--- config.mk ---
export PLATFORM = sky130hd
export DESIGN_NAME = sr_bank_arb
export DESIGN_NICKNAME = d
export VERILOG_FILES = /design/src/rtl/sr_bank_arb.sv
export SDC_FILE = /design/constraint.sdc
export NUM_CORES = 1
export LEC_CHECK = 0
export CAP_MARGIN = 20
export CORE_MARGIN = 5
export CORE_UTILIZATION = 43
export CTS_CLUSTER_DIAMETER = 120
export DETAILED_ROUTE_END_ITERATION = 8
export PLACE_DENSITY = 0.88
export REMOVE_ABC_BUFFERS = 1
export SLEW_MARGIN = 20
export SYNTH_ARGS = -nofsm -noshare
export SYNTH_HDL_FRONTEND = slang
export SYNTH_SLANG_ARGS = --single-unit
--- constraint.sdc ---
create_clock -name clk -period 2.02 [get_ports clk]
set_clock_uncertainty 0.1 [all_clocks]
set_input_delay 0.505 -clock clk [delete_from_list [all_inputs] [get_ports clk]]
set_output_delay 0.505 -clock clk [all_outputs]
set_load 0.02 [all_outputs]
--- src/rtl/sr_bank_arb.sv ---
// Round-robin arbiter that lets N_REQ requesters issue set/reset commands to a shared bank of SR cells.
// IDLE picks a winner and latches its command; APPLY writes the cell and pulses ack (with err for a rejected command).
module sr_bank_arb #(
  parameter int N_REQ  = 4,
  parameter int N_BITS = 8,
  parameter int AW     = 3
) (
  input  logic                clk,
  input  logic                rst,
  input  logic [N_REQ-1:0]    req,
  input  logic [2*N_REQ-1:0]  cmd,
  input  logic [AW*N_REQ-1:0] addr,
  output logic [N_REQ-1:0]    gnt,
  output logic [N_REQ-1:0]    ack,
  output logic                err,
  output logic                busy,
  output logic [N_BITS-1:0]   q,
  output logic [N_BITS-1:0]   qbar
);

  localparam int PW = (N_REQ > 1) ? $clog2(N_REQ) : 1;

  typedef enum logic {IDLE = 1'b0, APPLY = 1'b1} state_t;

  state_t            state_reg, state_next;
  logic [N_REQ-1:0]  gnt_reg, gnt_next;
  logic [N_REQ-1:0]  ack_reg, ack_next;
  logic              err_reg, err_next;
  logic [N_BITS-1:0] q_reg, q_next, q_apply;
  logic [1:0]        cap_cmd_reg, cap_cmd_next;
  logic [AW-1:0]     cap_addr_reg, cap_addr_next;
  logic [PW-1:0]     win_reg, win_next;
  logic [PW-1:0]     ptr_reg, ptr_next;
  logic [PW-1:0]     win_sel;
  logic              found;
  logic [N_REQ-1:0]  eligible;
  logic              addr_ok;
  logic              cmd_bad;
  logic [1:0]        cmd_arr  [N_REQ];
  logic [AW-1:0]     addr_arr [N_REQ];

  genvar gi;
  generate
    for (gi = 0; gi < N_REQ; gi++) begin : g_unpack
      assign cmd_arr[gi]  = cmd[2*gi +: 2];
      assign addr_arr[gi] = addr[AW*gi +: AW];
    end
  endgenerate

  // A requester whose ack is still showing has just been served; masking it stops a lingering req from re-winning.
  assign eligible = req & ~ack_reg;

  always_comb begin
    int idx;
    idx     = 0;
    found   = 1'b0;
    win_sel = '0;
    for (int k = 0; k < N_REQ; k++) begin
      idx = int'(ptr_reg) + k;
      if (idx >= N_REQ) idx = idx - N_REQ;
      if (!found && eligible[idx]) begin
        found   = 1'b1;
        win_sel = PW'(idx);
      end
    end
  end

  assign addr_ok = (int'(cap_addr_reg) < N_BITS);
  assign cmd_bad = (cap_cmd_reg == 2'b11);

  generate
    for (gi = 0; gi < N_BITS; gi++) begin : g_cell
      logic hit;
      assign hit = addr_ok && (int'(cap_addr_reg) == gi);
      assign q_apply[gi] = !hit                  ? q_reg[gi] :
                           (cap_cmd_reg == 2'b10) ? 1'b1      :
                           (cap_cmd_reg == 2'b01) ? 1'b0      : q_reg[gi];
    end
  endgenerate

  always_ff @(posedge clk) begin
    if (rst) state_reg <= IDLE;
    else     state_reg <= state_next;
  end

  always_comb begin
    state_next = state_reg;
    case (state_reg)
      IDLE:    if (found) state_next = APPLY;
      APPLY:   state_next = IDLE;
      default: state_next = IDLE;
    endcase
  end

  always_comb begin
    gnt_next      = '0;
    ack_next      = '0;
    err_next      = 1'b0;
    q_next        = q_reg;
    cap_cmd_next  = cap_cmd_reg;
    cap_addr_next = cap_addr_reg;
    win_next      = win_reg;
    ptr_next      = ptr_reg;
    if (state_reg == IDLE) begin
      if (found) begin
        gnt_next      = N_REQ'(1) << win_sel;
        cap_cmd_next  = cmd_arr[win_sel];
        cap_addr_next = addr_arr[win_sel];
        win_next      = win_sel;
        ptr_next      = (int'(win_sel) == N_REQ - 1) ? '0 : win_sel + 1'b1;
      end
    end else begin
      ack_next = N_REQ'(1) << win_reg;
      err_next = cmd_bad | ~addr_ok;
      q_next   = q_apply;
    end
  end

  always_ff @(posedge clk) begin
    if (rst) begin
      gnt_reg      <= '0;
      ack_reg      <= '0;
      err_reg      <= 1'b0;
      q_reg        <= '0;
      cap_cmd_reg  <= '0;
      cap_addr_reg <= '0;
      win_reg      <= '0;
      ptr_reg      <= '0;
    end else begin
      gnt_reg      <= gnt_next;
      ack_reg      <= ack_next;
      err_reg      <= err_next;
      q_reg        <= q_next;
      cap_cmd_reg  <= cap_cmd_next;
      cap_addr_reg <= cap_addr_next;
      win_reg      <= win_next;
      ptr_reg      <= ptr_next;
    end
  end

  assign gnt  = gnt_reg;
  assign ack  = ack_reg;
  assign err  = err_reg;
  assign busy = (state_reg == APPLY);
  assign q    = q_reg;
  assign qbar = ~q_reg;

endmodule

### Yosys cells after proc, flatten, opt, wreduce, memory -nomap -nowiden

Cells that the tools add are included.
Widths: inputs -> output; s select.

* word-level logic and storage cells: 106
* output and inout port bits: 26
* input bits: 26
* bits in registers: 27

* equal/unequal tests: 11
* bitwise logic cells: 6
* magnitude comparators: 9
* $add $sub $neg: 8
* muxes and demuxes: 35
* reductions and logical operators: 19
* shifts and indexed selects: 2

Operator list (count)
* $lt 32x4->1 const B: 4
* $mux 32: 4
* $reduce_and 3->1: 8
* $mux 1: 15
* $mux 2: 7
* $eq 3x3->1 const B: 4
* $ge 3x3->1 const B: 4
* $sub 3x3->4 const B: 3
* $bmux 1 s2: 4
* $not 8->8: 1
* $shl 1x2->4 const A: 2
* $add 2x2->3 const B: 2
* $bmux 3 s2: 1
* $eq 3x2->1 const B: 2
* $mux 3: 2
* $and 4x4->4: 1
* $bmux 2 s2: 1
* $eq 2x1->1 const B: 2
* $eq 2x2->1 const B: 2
* $not 4->4: 1
* $sub 2x3->4 const B: 1
* $add 2x1->3 const B: 1
* $eq 3x1->1 const B: 1
* $ge 2x3->1 const B: 1
* 11 further kinds: 16

### Logic depth before layout (Yosys ltp)

Gate-level depths: netlist of the first run.

* word-level depth: 19
* gate-level depth with buffers: 6
* depth with buffers taken out: 6

### Worst setup path after synthesis of the first run

OpenSTA, ideal clock, no wires.

* path kind: input port to flip-flop
* start: input req[0]
* end: register cap_addr_reg[0]
* required time: 1.787 ns
* stages: 5
* arrival time: 1.565 ns
* slack: 0.222 ns
* path buffers: 1
* path through: or4b_4 o221ai_4 buf_12 mux2i_1 o221ai_1

* cells in the longest elaborated chain, start to end: 18

Ends and longest elaborated chain
* from (decl): RTL line 10 `input logic [N_REQ-1:0] req,`
* $and 4x4->4 (*): RTL line 51 `assign eligible = req & ~ack_reg;`
* $bmux 1 s2: RTL line 61 `if (!found && eligible[idx]) begin`
* $mux 1 (not written as such) (2 in a row): RTL line 61
* $mux 1: RTL line 61
* $logic_not 1->1: RTL line 61
* $logic_and 1x1->1: RTL line 61
* $mux 1: RTL line 61
* $logic_not 1->1: RTL line 61
* $logic_and 1x1->1: RTL line 61
* $mux 1: RTL line 61
* $logic_not 1->1: RTL line 61
* $logic_and 1x1->1: RTL line 61
* $mux 2: RTL line 61
* $not 2->3 (not written as such): RTL line 108 `cap_addr_next = addr_arr[win_sel];`
* $bmux 3 s2: RTL line 108
* $mux 3 (not written as such) (2 in a row): RTL line 108
* to (signal assigned): RTL line 135 `cap_addr_reg <= cap_addr_next;`
* to (decl): RTL line 31 `logic [AW-1:0] cap_addr_reg, cap_addr_next;`

Every way passes the cells marked *; elsewhere a longest branch is shown, timed or not. The select of a mux whose other input is x is not followed.
A chain may end at the register's enable or synchronous reset.

### Final worst setup path of the first run

* start: register q_reg[4], in the netlist q[4]
* end: output qbar[4]

* cells in the longest elaborated chain, start to end: 1

Ends and longest elaborated chain
* from (decl): RTL line 29 `logic [N_BITS-1:0] q_reg, q_next, q_apply;`
* from (signal assigned): RTL line 133 `q_reg <= q_next;`
* $not 8->8: RTL line 146 `assign qbar = ~q_reg;`
* to (decl): RTL line 18 `output logic [N_BITS-1:0] qbar`

No other way between the ends.

==> impl_metrics.ini, run 1 <==
[floorplanning]
dieHeight_um = 65.1
start_util_pct = 43.8
die_x_um = 65.1
dieArea_um2 = 4230
ios = 52
num_rows = 20
fp.coreArea_um2 = 2980

[grt]
gr-total-overflow = 0
grt_pass1_wl_mm = 5.38
grt_pass1_vias = 1237
track_usage_pct = 15.5
antenna_found_initial = 0
grt_max_degree = 17

[yosys]
ys_seq_area_share_pct = 41.5
ys_types = 37
synthCells = 139
syn-mean-instance-area_um2 = 9.38
syn_area_um2 = 1300
yosys_warnings = 0
ys_ff_latch = 27

[outcome]
status = completed

[clock_network]
htreeDepth = 1
ctsHoldBuffers = 0
clk_path_buf_depth = 2
insertion_delay_ps = 320
numCtsBuffers = 3
root_buffer = clkbuf_4
cts_tree = done
cts.sink_count = 27
cts.clk_slew.worst_paths_ps = 150

[critical_path]
required_ps = 1410
startpoint_type = flop
endpoint_kind = output pin
critical_path_peak_fanout = 3
crit_type = flop to output pin
crit_arrival_ps = 1350

[finish]
area_growth_pct = 52.6
post-route-util_pct = 66.8
fin_area_um2 = 1990
final_nets = 227
diodes = 0
layout-drive-gt1-share_pct = 13.6
finalNonFillerCells = 231
largest_reg_flops = 8

[power]
power_leakage_nw = 0.796
power.density_nw_per_um2 = 664
peakVddDrop_mv = 0.483

[sta]
setup_viol = 0
post-route-period-util_pct = 96.7
hold_viol_final = 0
max_freq_mhz = 512
worst_pin_slew_ps = 354
slew_viol_final = 0
period_minus_slack_ps = 1950
rsz0062_at_grt = no
slew_headroom_pct = 76.1
final.setup.tns_ps = 0

[placed_design]
place_congestion = 0.806
dpl.cell_count = 225
placed_cell_area_um2 = 1880
dp_hpwl_mm = 2.68
portBuffers = 51

[detailed_routing]
totalWireLength_mm = 3.34
ant_nets = 0
drtIter0Drc = 34
routedWlPerCell_um = 14.4
drc = 0
dr.pass1.iters = 4
routed_via_density = 5.23
vias = 1208

[run]
cap_violations = 0

[worst_hold_path]
min_path_type = flop to flop
## final cells by class
cell class,instances,area (µm²)
inverters,10,37.5
well taps,33,41.3
repair buffers,61,617
fillers,229,988
clock buffers,3,22.5
clock inverters,1,7.51
multi-input cells,96,723
flip-flops and latches,27,541
## cell usage after synthesis, drive strengths merged
master	n	share of area [%]
and2b	1	0.58
and2	1	0.48
xnor2	1	0.67
buf	2	1.9
nand2b	5	2.6
nand2	10	2.9
nand3	8	3.1
and3b	2	1.3
a41oi	1	0.67
a41o	1	0.77
or4bb	1	0.86
and3	2	0.96
nand3b	3	1.7
nor2b	2	0.96
o211a	1	0.77
ha	2	1.9
o221ai	6	5.4
nor3	2	1.2
o21a	1	0.58
dfxtp	27	41
mux2i	17	13
nor2	14	4.2
o21ai	4	1.8
nor4	1	0.48
inv	10	2.9
or4b	1	1.1
a21oi	4	1.5
nor3b	4	2.3
o311a	1	0.77
clkbuf	4	1.2
## layout by cell type, fill, tap and decap left out, types with 2 or more instances in the layout
cell type        instances
mux2i_1                 13
clkbuf_4                 3
buf_4                    8
a21oi_1                  4
o221ai_1                 4
nor2b_1                  2
nand2b_1                 4
and3_1                   2
nor2_1                  13
and3b_1                  2
dfxtp_1                 27
ha_1                     2
mux2i_2                  3
nand3b_1                 3
o21ai_0                  2
nand2_1                  9
clkdlybuf4s50_1         49
nor3b_1                  4
inv_1                   10
nand3_1                  7
## final timing paths
kind | end | slack [ps] | cells after the start | start
max | qbar[4] | 70 | 2 | q[4]$_SDFFE_PP0P_
min | q[0]$_SDFFE_PP0P_ | 380 | 2 | q[0]$_SDFFE_PP0P_
max reg2reg | cap_cmd_reg[1]$_SDFFE_PP0P_ | 200 | 5 | ptr_reg[1]$_SDFFE_PP0P_
min reg2reg | q[0]$_SDFFE_PP0P_ | 380 | 2 | q[0]$_SDFFE_PP0P_
## stage by stage
stage | total power [mW] | setup WS, ps | hold WS (ps)
floorplan | 0.862 | 252 | 334
global placement | 1.01 | -314 | 352
detailed placement | 1.02 | -429 | 367
CTS | 1.27 | 17.1 | 390
global route | 1.39 | 8.89 | 442
finish | 1.32 | 66.5 | 383
## worst max-delay path, stage by stage, from the launching register on
cell and delay, ps:
dfxtp_1 360, inv_1 50, clkdlybuf4s50_1 610
## kinds of logic after synthesis
family / count (synthesis) / synth area share (%)
AND/OR/NAND/NOR: 57 / 24.7
flip-flops: 27 / 41.5
AO/OA/AOI/OAI: 19 / 12.3
multiplexers: 17 / 13.1
buffers and inverters: 16 / 5.95
adder cells (fa/ha/maj): 2 / 1.92
XOR/XNOR: 1 / 0.672
## repair_timing
item,4_1_cts,5_1_grt
gates cloned,0,1
buffers inserted,1,0
pin swaps,1,1
setup endpoints to repair,6,4
resized for setup,1,9
## per-layer routing
metal / vias up / wire, µm / track usage [%]
li1: 607 / - / -
met1: 559 / 1280 / 17.0
met3: 4 / 164 / 1.91
met4: 0 / 36 / 3.11
met5: - / 0 / 0
met2: 38 / 1860 / 31.4
## where the power goes
group	leakage, nW	switching (mW)	internal [mW]
clock	0.0139	0.161	0.0756
sequential	0.220	0.0552	0.579
combinational	0.562	0.200	0.250
total	0.796	0.416	0.905
Note: power is estimated with default switching activity, not from simulation.
==> run 2: changes to the inputs <==
--- a/config.mk
+++ b/config.mk
@@ -6,7 +6,7 @@
 export NUM_CORES = 1
 export LEC_CHECK = 0
 export CAP_MARGIN = 20
-export CORE_MARGIN = 5
+export CORE_MARGIN = 1
 export CORE_UTILIZATION = 43
 export CTS_CLUSTER_DIAMETER = 120
 export DETAILED_ROUTE_END_ITERATION = 8
==> constraint.sdc (replaced) <==
create_clock -name clk -period 2.02 [get_ports clk]
set_clock_uncertainty 0.1 [all_clocks]
set_input_delay 0.505 -clock clk [delete_from_list [all_inputs] [get_ports clk]]
set_output_delay 0.505 -clock clk [all_outputs]
set_load 0.005 [all_outputs]
==> run 2 against run 1 <==
Against the previous run:
- the flow now finishes with violations (design-rule violations)
- sequential power is 0.6% higher
- via count is 4.7% higher
- clock power is 4% lower
- maximum frequency decreased by 1.1%
- sequential cell count stayed put
- cell count up 0.43%
- wire length is 0.15% higher
- sequential share of layout area grew 0.12 points
- non-clock buffer count rose by 2
- setup slack worse by 22 ps
- power decreased by 2.9%
==> impl_metrics.ini, run 2 (synthesis gave the netlist of run 1 again) <==
[outcome]
status = finished, violations left
violations = design-rule violations

[sta]
whs_ps = 377
slew_viol_final = 0
post-route-period-util_pct = 97.8
slew_headroom_pct = 70.5
setup_viol = 0
worst_pin_slew_ps = 443
hold_viol_final = 0
max_freq_mhz = 506
period_minus_slack_ps = 1980

[worst_hold_path]
min_path_type = flop to flop
hold_depth = 2

[detailed_routing]
vias = 1265
ant_nets = 0
routedWlPerCell_um = 14.4
dr.pass1.iters = 6
totalWireLength_mm = 3.34
routed_via_density = 5.45
drc = 4
drtIter0Drc = 49

[clock_network]
numCtsBuffers = 3
insertion_delay_ps = 320
ctsHoldBuffers = 0
clk_path_buf_depth = 2
cts_tree = done
cts.sink_count = 27
htreeDepth = 1
cts.clk_slew.worst_paths_ps = 140
root_buffer = clkbuf_4

[critical_path]
reg2reg_depth = 5
startpoint_type = input port
required_ps = 2160
critical_path_peak_fanout = 5
endpoint_kind = flop
crit_type = input port to flop
crit_arrival_ps = 2120

[finish]
largest_reg_flops = 8
layout_common_cells = clkdlybuf4s50_1, dfxtp_1, mux2i_1, nor2_1, buf_4
area_growth_pct = 51.9
final_common_cell = clkdlybuf4s50_1
post-route-util_pct = 70.6
diodes = 0
final_nets = 230
layout-drive-gt1-share_pct = 13.4

[grt]
grt_pass1_vias = 1240
track_usage_pct = 21.3
gr-total-overflow = 0
grt_max_degree = 16
grt_pass1_wl_mm = 5.45
antenna_found_initial = 0

[floorplanning]
die_x_um = 57.1
dieArea_um2 = 3260
fp.coreArea_um2 = 2810
dieHeight_um = 57.1
start_util_pct = 46.5
ios = 52
num_rows = 19

[placed_design]
dp_hpwl_mm = 2.51
portBuffers = 51
place_congestion = 0.831

[power]
power_leakage_nw = 0.806
power.density_nw_per_um2 = 648
peakVddDrop_mv = 0.339
power_mw = 1.28

[run]
cap_violations = 0
-- run 2: changes by cell type in the layout (fill, tap and decap cells not counted), sizes merged --
cell           previous run  this run
buf                       9        12
clkbuf                    4         3
clkdlybuf4s50            49        50
clkinv                    0         1
clkinvlp                  1         0
dlygate4sd2               1         0
o221ai                    6         7
-- run 2: area by class of cell --
type,count,area (µm²)
fill,204,825
clock buffer,3,22.5
timing repair buffer,63,603
inverter,10,37.5
sequential,27,541
tap,31,38.8
clock inverter,1,5.00
multi-input combinational,97,733
-- run 2: path summary, 6_finish.rpt --
check,from,to,slack (ps)
worst max register to register,ptr_reg[1]$_SDFFE_PP0P_,cap_cmd_reg[1]$_SDFFE_PP0P_,130
worst min register to register,q[0]$_SDFFE_PP0P_,q[0]$_SDFFE_PP0P_,380
worst min-delay path,q[0]$_SDFFE_PP0P_,q[0]$_SDFFE_PP0P_,380
worst max-delay path,req[1],cap_cmd_reg[0]$_SDFFE_PP0P_,40
-- run 2: power by group --
group	total, mW	internal, mW	switching (mW)
registers	0.639	0.579	0.0600
logic	0.416	0.228	0.188
clock network	0.227	0.0741	0.153
-- run 2: critical path: stages --
cell and delay [ps]:
clkdlybuf4s50_1 470, nand2b_1 190, a41o_1 320, nor2_2 210, nand3_2 200, o221ai_1 220
-- run 2: through the flow --
stage / setup slack [ps] / TNS [ps] / cell area, µm² / cells
after floorplan: 252 / 0 / 1260 / 133
after global placement: -294 / -2880 / 1900 / 226
after detailed placement: -441 / -4110 / 1900 / 226
after CTS: 0.0784 / 0 / 1960 / 232
after global routing: -0.682 / -0.682 / 1980 / 232
final: 44.4 / 0 / 1980 / 232
-- run 2: timing repair --
item                       4_1_cts  5_1_grt
gates cloned                     1        0
setup buffers                    1        0
gates resized for setup          3        5
setup endpoints to repair        5        7
pin swaps                        1        0
-- run 2: per-layer routing --
metal  GRT usage (%)  up-vias  routed length (µm)
met4            10.1        0                  52
li1                -      616                   -
met1            25.0      597                1360
met3           0.907        6                 164
met5               0        -                   0
met2            39.8       46                1770
==> run 3: changes to the inputs <==
--- a/config.mk
+++ b/config.mk
@@ -7,10 +7,10 @@
 export LEC_CHECK = 0
 export CAP_MARGIN = 20
 export CORE_MARGIN = 1
-export CORE_UTILIZATION = 43
+export CORE_UTILIZATION = 35
 export CTS_CLUSTER_DIAMETER = 120
 export DETAILED_ROUTE_END_ITERATION = 8
-export PLACE_DENSITY = 0.88
+export PLACE_DENSITY = 0.75
 export REMOVE_ABC_BUFFERS = 1
 export SLEW_MARGIN = 20
 export SYNTH_ARGS = -nofsm -noshare
==> run 3 against run 2 <==
Against the previous run:
- the flow now finishes without violations
- clock-buffer cell count is the same
- register-to-register slack got worse by 70 ps
- non-clock buffer count stayed put
- maximum frequency increased by 0.82%
- critical path depth unchanged
- via count decreased by 0.79%
- clock power grew 37%
- highest routed layer unchanged
==> impl_metrics.ini, run 3 (synthesis gave the netlist of run 1 again) <==
[power]
clkPwrFrac_pct = 21.7
p_comb_share_pct = 33.4
power.density_nw_per_um2 = 676
p_int_mw = 0.981
power.share.sequential_pct = 44.9
p_switching_mw = 0.447
p_sw_share_pct = 31.3
power_leakage_nw = 0.836
peakVddDrop_mv = 0.319

[clock_network]
htreeDepth = 1
insertion_delay_ps = 280
cts.clk_slew.worst_paths_ps = 100
cts_tree = done
numCtsBuffers = 3
root_buffer = clkbuf_8
clk_path_buf_depth = 2
cts.sink_count = 27

[floorplanning]
dieHeight_um = 63.0
dieArea_um2 = 3970
num_rows = 21
ios = 52
start_util_pct = 37.9
fp.coreArea_um2 = 3440
die_x_um = 63.0

[placed_design]
place_congestion = 0.807
place_ws_ps = -423
dp_hpwl_mm = 2.49
portBuffers = 51

[critical_path]
path_buf_inv = 1
required_ps = 2120
slowest_stage = dfxtp_1
critical_path_peak_fanout = 7
startpoint_type = flop
cp.depth = 6
critPathMaxStageDelay_ps = 440
crit_path_end = cap_addr_reg[1]$_SDFFE_PP0P_
path_cells = and3b_1 -> nor3_4 -> o221ai_4 -> buf_12 -> mux2i_4 -> o221ai_2
r2r-end = cap_addr_reg[1]$_SDFFE_PP0P_
worstSetupStartpoint = ptr_reg[1]$_SDFFE_PP0P_
crit_family = simple AND/OR/NAND/NOR gates
reg2reg_depth = 6
r2r_start = ptr_reg[1]$_SDFFE_PP0P_
endpoint_kind = flop
crit_type = flop to flop
r2r_setup_slack_ps = 60
crit_arrival_ps = 2060

[grt]
grt_max_degree = 16
grt_pass1_vias = 1254
antenna_found_initial = 0
grt_pass1_wl_mm = 5.60
gr-total-overflow = 0
track_usage_pct = 18.1

[finish]
diodes = 0
layout_common_cells = clkdlybuf4s50_1, dfxtp_1, mux2i_1, nor2_1
largest_reg_flops = 8
final-seq-area_um2 = 541
final_common_cell = clkdlybuf4s50_1
nFillCells = 287
area_growth_pct = 62.0
multiInputGateArea_um2 = 810
layout-drive-gt1-share_pct = 17.4
final_nets = 230

[sta]
layout_setup_ws_ps = 60.4
worst_pin_slew_ps = 400
slew_headroom_pct = 73.3
setup_viol = 0
whs_ps = 380
slew_viol_final = 0
period_minus_slack_ps = 1960
max_freq_mhz = 510
post-route-period-util_pct = 97.0
hold_viol_final = 0

[detailed_routing]
vias = 1255
drc = 0
dr_wl_met2_mm = 1.96
top_layer = met4
routedWlPerCell_um = 14.5
routed_via_density = 5.08
drtIter0Drc = 52
dr.pass1.iters = 4
route.met3.wl_um = 97
totalWireLength_mm = 3.59
ant_nets = 0
wl_met1_mm = 1.48

[worst_hold_path]
min_path_type = flop to flop

[run]
cap_violations = 0

[outcome]
status = completed
[run 3: cell count changes in the layout (fill, tap and decap cells not counted), moves of 2 or more]
cell             delta
clkdlybuf4s50_1     -2
o221ai_2            +2
clkbuf_8            +3
clkbuf_4            -3
o221ai_1            -2
buf_4               -2
mux2i_4             +2
mux2i_1             -2
[run 3: power by group through the flow]
stage          Clock (mW)  Combinational [mW]  Sequential, mW
4_1_cts             0.309               0.410           0.639
3_5_place_dp            0               0.364           0.646
2_1_floorplan           0               0.213           0.632
3_3_place_gp            0               0.350           0.641
5_1_grt             0.347               0.509           0.650
6_report            0.310               0.477           0.641
[run 3: final cells by class]
cell class,instances,share of cell area (%)
repair buffers,63,29.4
multi-input cells,97,38.3
well taps,46,2.73
clock buffers,3,1.95
inverters,10,1.78
flip-flops and latches,27,25.6
clock inverters,1,0.237
[run 3: worst reg2reg max path, stage by stage (launching register included)]
cell and delay [ps]:
dfxtp_1 440, and3b_1 280, nor3_4 330, o221ai_4 170
buf_12 170, mux2i_4 190, o221ai_2 200
[run 3: what timing repair did]
item | 4_1_cts | 5_1_grt
gates cloned | 1 | 0
pin swaps | 4 | 4
gates resized for setup | 9 | 15
endpoints found under the setup margin | 6 | 8
setup buffers | 1 | 2
hold buffers | 0 | 0
[run 3: stage by stage]
step	setup TNS [ps]	utilization (%)	area [µm²]	instances	power (mW)
2_1_floorplan	0	-	1260	133	0.845
3_3_place_gp	-2920	55.2	1900	239	0.991
3_5_place_dp	-3770	55.2	1900	239	1.01
4_1_cts	0	58.5	2010	245	1.36
5_1_grt	-28.6	61.4	2110	247	1.51
6_report	0	61.4	2110	247	1.43
[run 3: routing by layer]
metal	vias up	GRT usage, %
li1	618	-
met3	6	1.64
met4	0	9.01
met1	599	20.0
met5	-	0
met2	32	33.9
[run 3: worst min-delay path by stage]
| stage | start | endpoint | cells past startpoint |
|---|---|---|---|
| finish | q[0]$_SDFFE_PP0P_ | q[0]$_SDFFE_PP0P_ | 2 |
| global route | win_reg[0]$_SDFFE_PP0P_ | ack[2]$_SDFF_PP0_ | 1 |
| CTS | q[0]$_SDFFE_PP0P_ | q[0]$_SDFFE_PP0P_ | 2 |
| detailed placement | win_reg[0]$_SDFFE_PP0P_ | ack[2]$_SDFF_PP0_ | 1 |
| global placement | q[0]$_SDFFE_PP0P_ | q[0]$_SDFFE_PP0P_ | 2 |
| floorplan | win_reg[0]$_SDFFE_PP0P_ | ack[2]$_SDFF_PP0_ | 1 |
==> RTL edit (flow settings as in run 1) <==
`N_REQ`: 4 -> 8.
--- a/src/rtl/sr_bank_arb.sv
+++ b/src/rtl/sr_bank_arb.sv
@@ -3,3 +3,3 @@
 module sr_bank_arb #(
-  parameter int N_REQ  = 4,
+  parameter int N_REQ  = 8,
   parameter int N_BITS = 8,
Interface: changed (5 resized); port bits go from 52 to 84. The function was not compared with the original's and may differ.
==> RTL edit against run 1 <==
The flow now finishes with violations (negative setup slack). Worst setup slack worse by 1.5 ns. Final area rose to 2.6 times the old value. Synthesized area increased by 120%. Wire length grew to 4.2 times the old value. Total power increased to 7.6 times the old value. Non-clock buffer count grew 127. Sequential cell count is 10 higher. First-iteration DRC count grew to 10 times the old value. Critical endpoint is now cap_addr_reg[1].
==> RTL edit: results (changes against run 1) <==
reg-to-reg endpoint cap_addr_reg[1] (was cap_cmd_reg[1]); Max VDD drop 917.4 uV (was 483.1 uV); Global Route Usage Sum 0.3054 (was 0.1554); post-synthesis sequential area ratio 0.2540 (was 0.4146); failing checks negative setup slack; setup violators final 20 (was 0); post-DP HPWL 7596 um (was 2685 um); status complete, but fails checks (was completed); layout cells sized above 1 0.4536 (was 0.1364); number of global-route vias before repair 3651 (was 1237); fillers 351 (was 229); multiplexer area fraction after synthesis 0.2913 (was 0.1305); maximum level of the CTS H-tree 2 (was 1); CTS Root Buffer Type clkbuf_8 (was clkbuf_4); Clock Latency Late Sink 0.30 ns (was 0.32 ns); Vias 3570 (was 1208); Nets 542 (was 227); drt pass-1 iters 5 (was 4); Adder-Cell Fraction of Synth Area 0.03432 (was 0.01919); port buffer count 83 (was 51); Leak 2.184 nW (was 0.7959 nW); post-synthesis compound-gate area fraction 0.1360 (was 0.1228); CTS buffer count 5 (was 3); setup ws final -1.443 ns (was 0.06648 ns); global-route wire length before repair 20090 um (was 5375 um)
==> RTL edit: cell types whose count changed in the layout (fill, tap and decap cells not counted), moves of 7 or more <==
cell,change
mux2i_1,+14
mux4_2,+17
nor2b_4,+7
buf_4,+69
clkdlybuf4s50_1,+24
buf_6,+22
nor2_1,+21
==> RTL edit: final cells by class <==
type	count	area (um2)	area share
Tap cell	80	100.1	0.01912
Timing Repair Buffer	188	1768	0.3376
Multi-Input combinational cell	235	2421	0.4624
Clock buffer	7	86.33	0.01649
Sequential cell	37	754.5	0.1441
Inverter	17	76.32	0.01458
Clock inverter	1	30.03	0.005735
==> RTL edit: cell families (layout without fill, tap and decap cells) <==
logic type,Yosys count,in the layout
xor gates and xnor gates,4,4
AOI/OAI and AO/OA,44,44
and+or+nand+nor,119,119
buffers and inverters,35,213
DFF,37,37
muxes,60,60
adders and majority gates,8,8
==> RTL edit: per-stage QoR <==
stage	power, W	worst slack [ns]	cells	hold WS, ns
global route	0.01034	-1.526	565	0.4169
finish	0.01002	-1.443	565	0.3947
global placement	0.005912	-1.852	522	0.3688
floorplan	0.003999	-2.604	289	0.3761
detailed placement	0.006059	-2.065	522	0.3749
CTS	0.008960	-1.368	559	0.3902
==> RTL edit: worst max-delay path, stage by stage (launching register included) <==
cell,delay [ns]
dfxtp_4,0.41
inv_4,0.07
ha_4,0.30
buf_6,0.10
mux4_2,0.53
buf_6,0.16
a211oi_4,0.21
o211ai_2,0.15
a221oi_4,0.33
buf_6,0.17
buf_12,0.12
mux2i_2,0.09
a221o_1,0.42
a2111oi_4,0.22
==> RTL edit: worst max path at each step <==
stage | from | depth (start not counted) | slack [ns] | endpoint
after global routing | ptr_reg[0] | 14 | -1.53 | cap_addr_reg[0]
final | ptr_reg[0] | 13 | -1.44 | cap_addr_reg[1]
after detailed placement | req[1] | 9 | -2.07 | cap_addr_reg[1]
after global placement | req[2] | 9 | -1.85 | cap_addr_reg[0]
after floorplan | ptr_reg[0] | 11 | -2.60 | cap_addr_reg[0]
after CTS | ack[2] | 11 | -1.37 | cap_addr_reg[1]
==> RTL edit: report_power, final <==
group	total [W]	switching [W]	internal, W
logic	0.00822	0.00385	0.00437
registers	0.00111	0.000213	0.000898
clock network	0.000692	0.000289	0.000403
total	0.0100	0.00435	0.00567
==> RTL edit: timing repair <==
item | 4_1_cts | 5_1_grt
setup buffers | 26 | 8
gates cloned | 3 | 1
pin swaps | 36 | 8
hold endpoints to repair | 0 | 0
gates resized for setup | 130 | 34
endpoints found under the setup margin | 20 | 22
==> RTL edit: per-layer routing <==
metal	track usage	up-vias	part of all wire
met5	0	-	0
met4	0.1646	0	0.063
met3	0.07636	95	0.096
met2	0.5112	297	0.48
met1	0.3575	1696	0.36
li1	-	1482	-
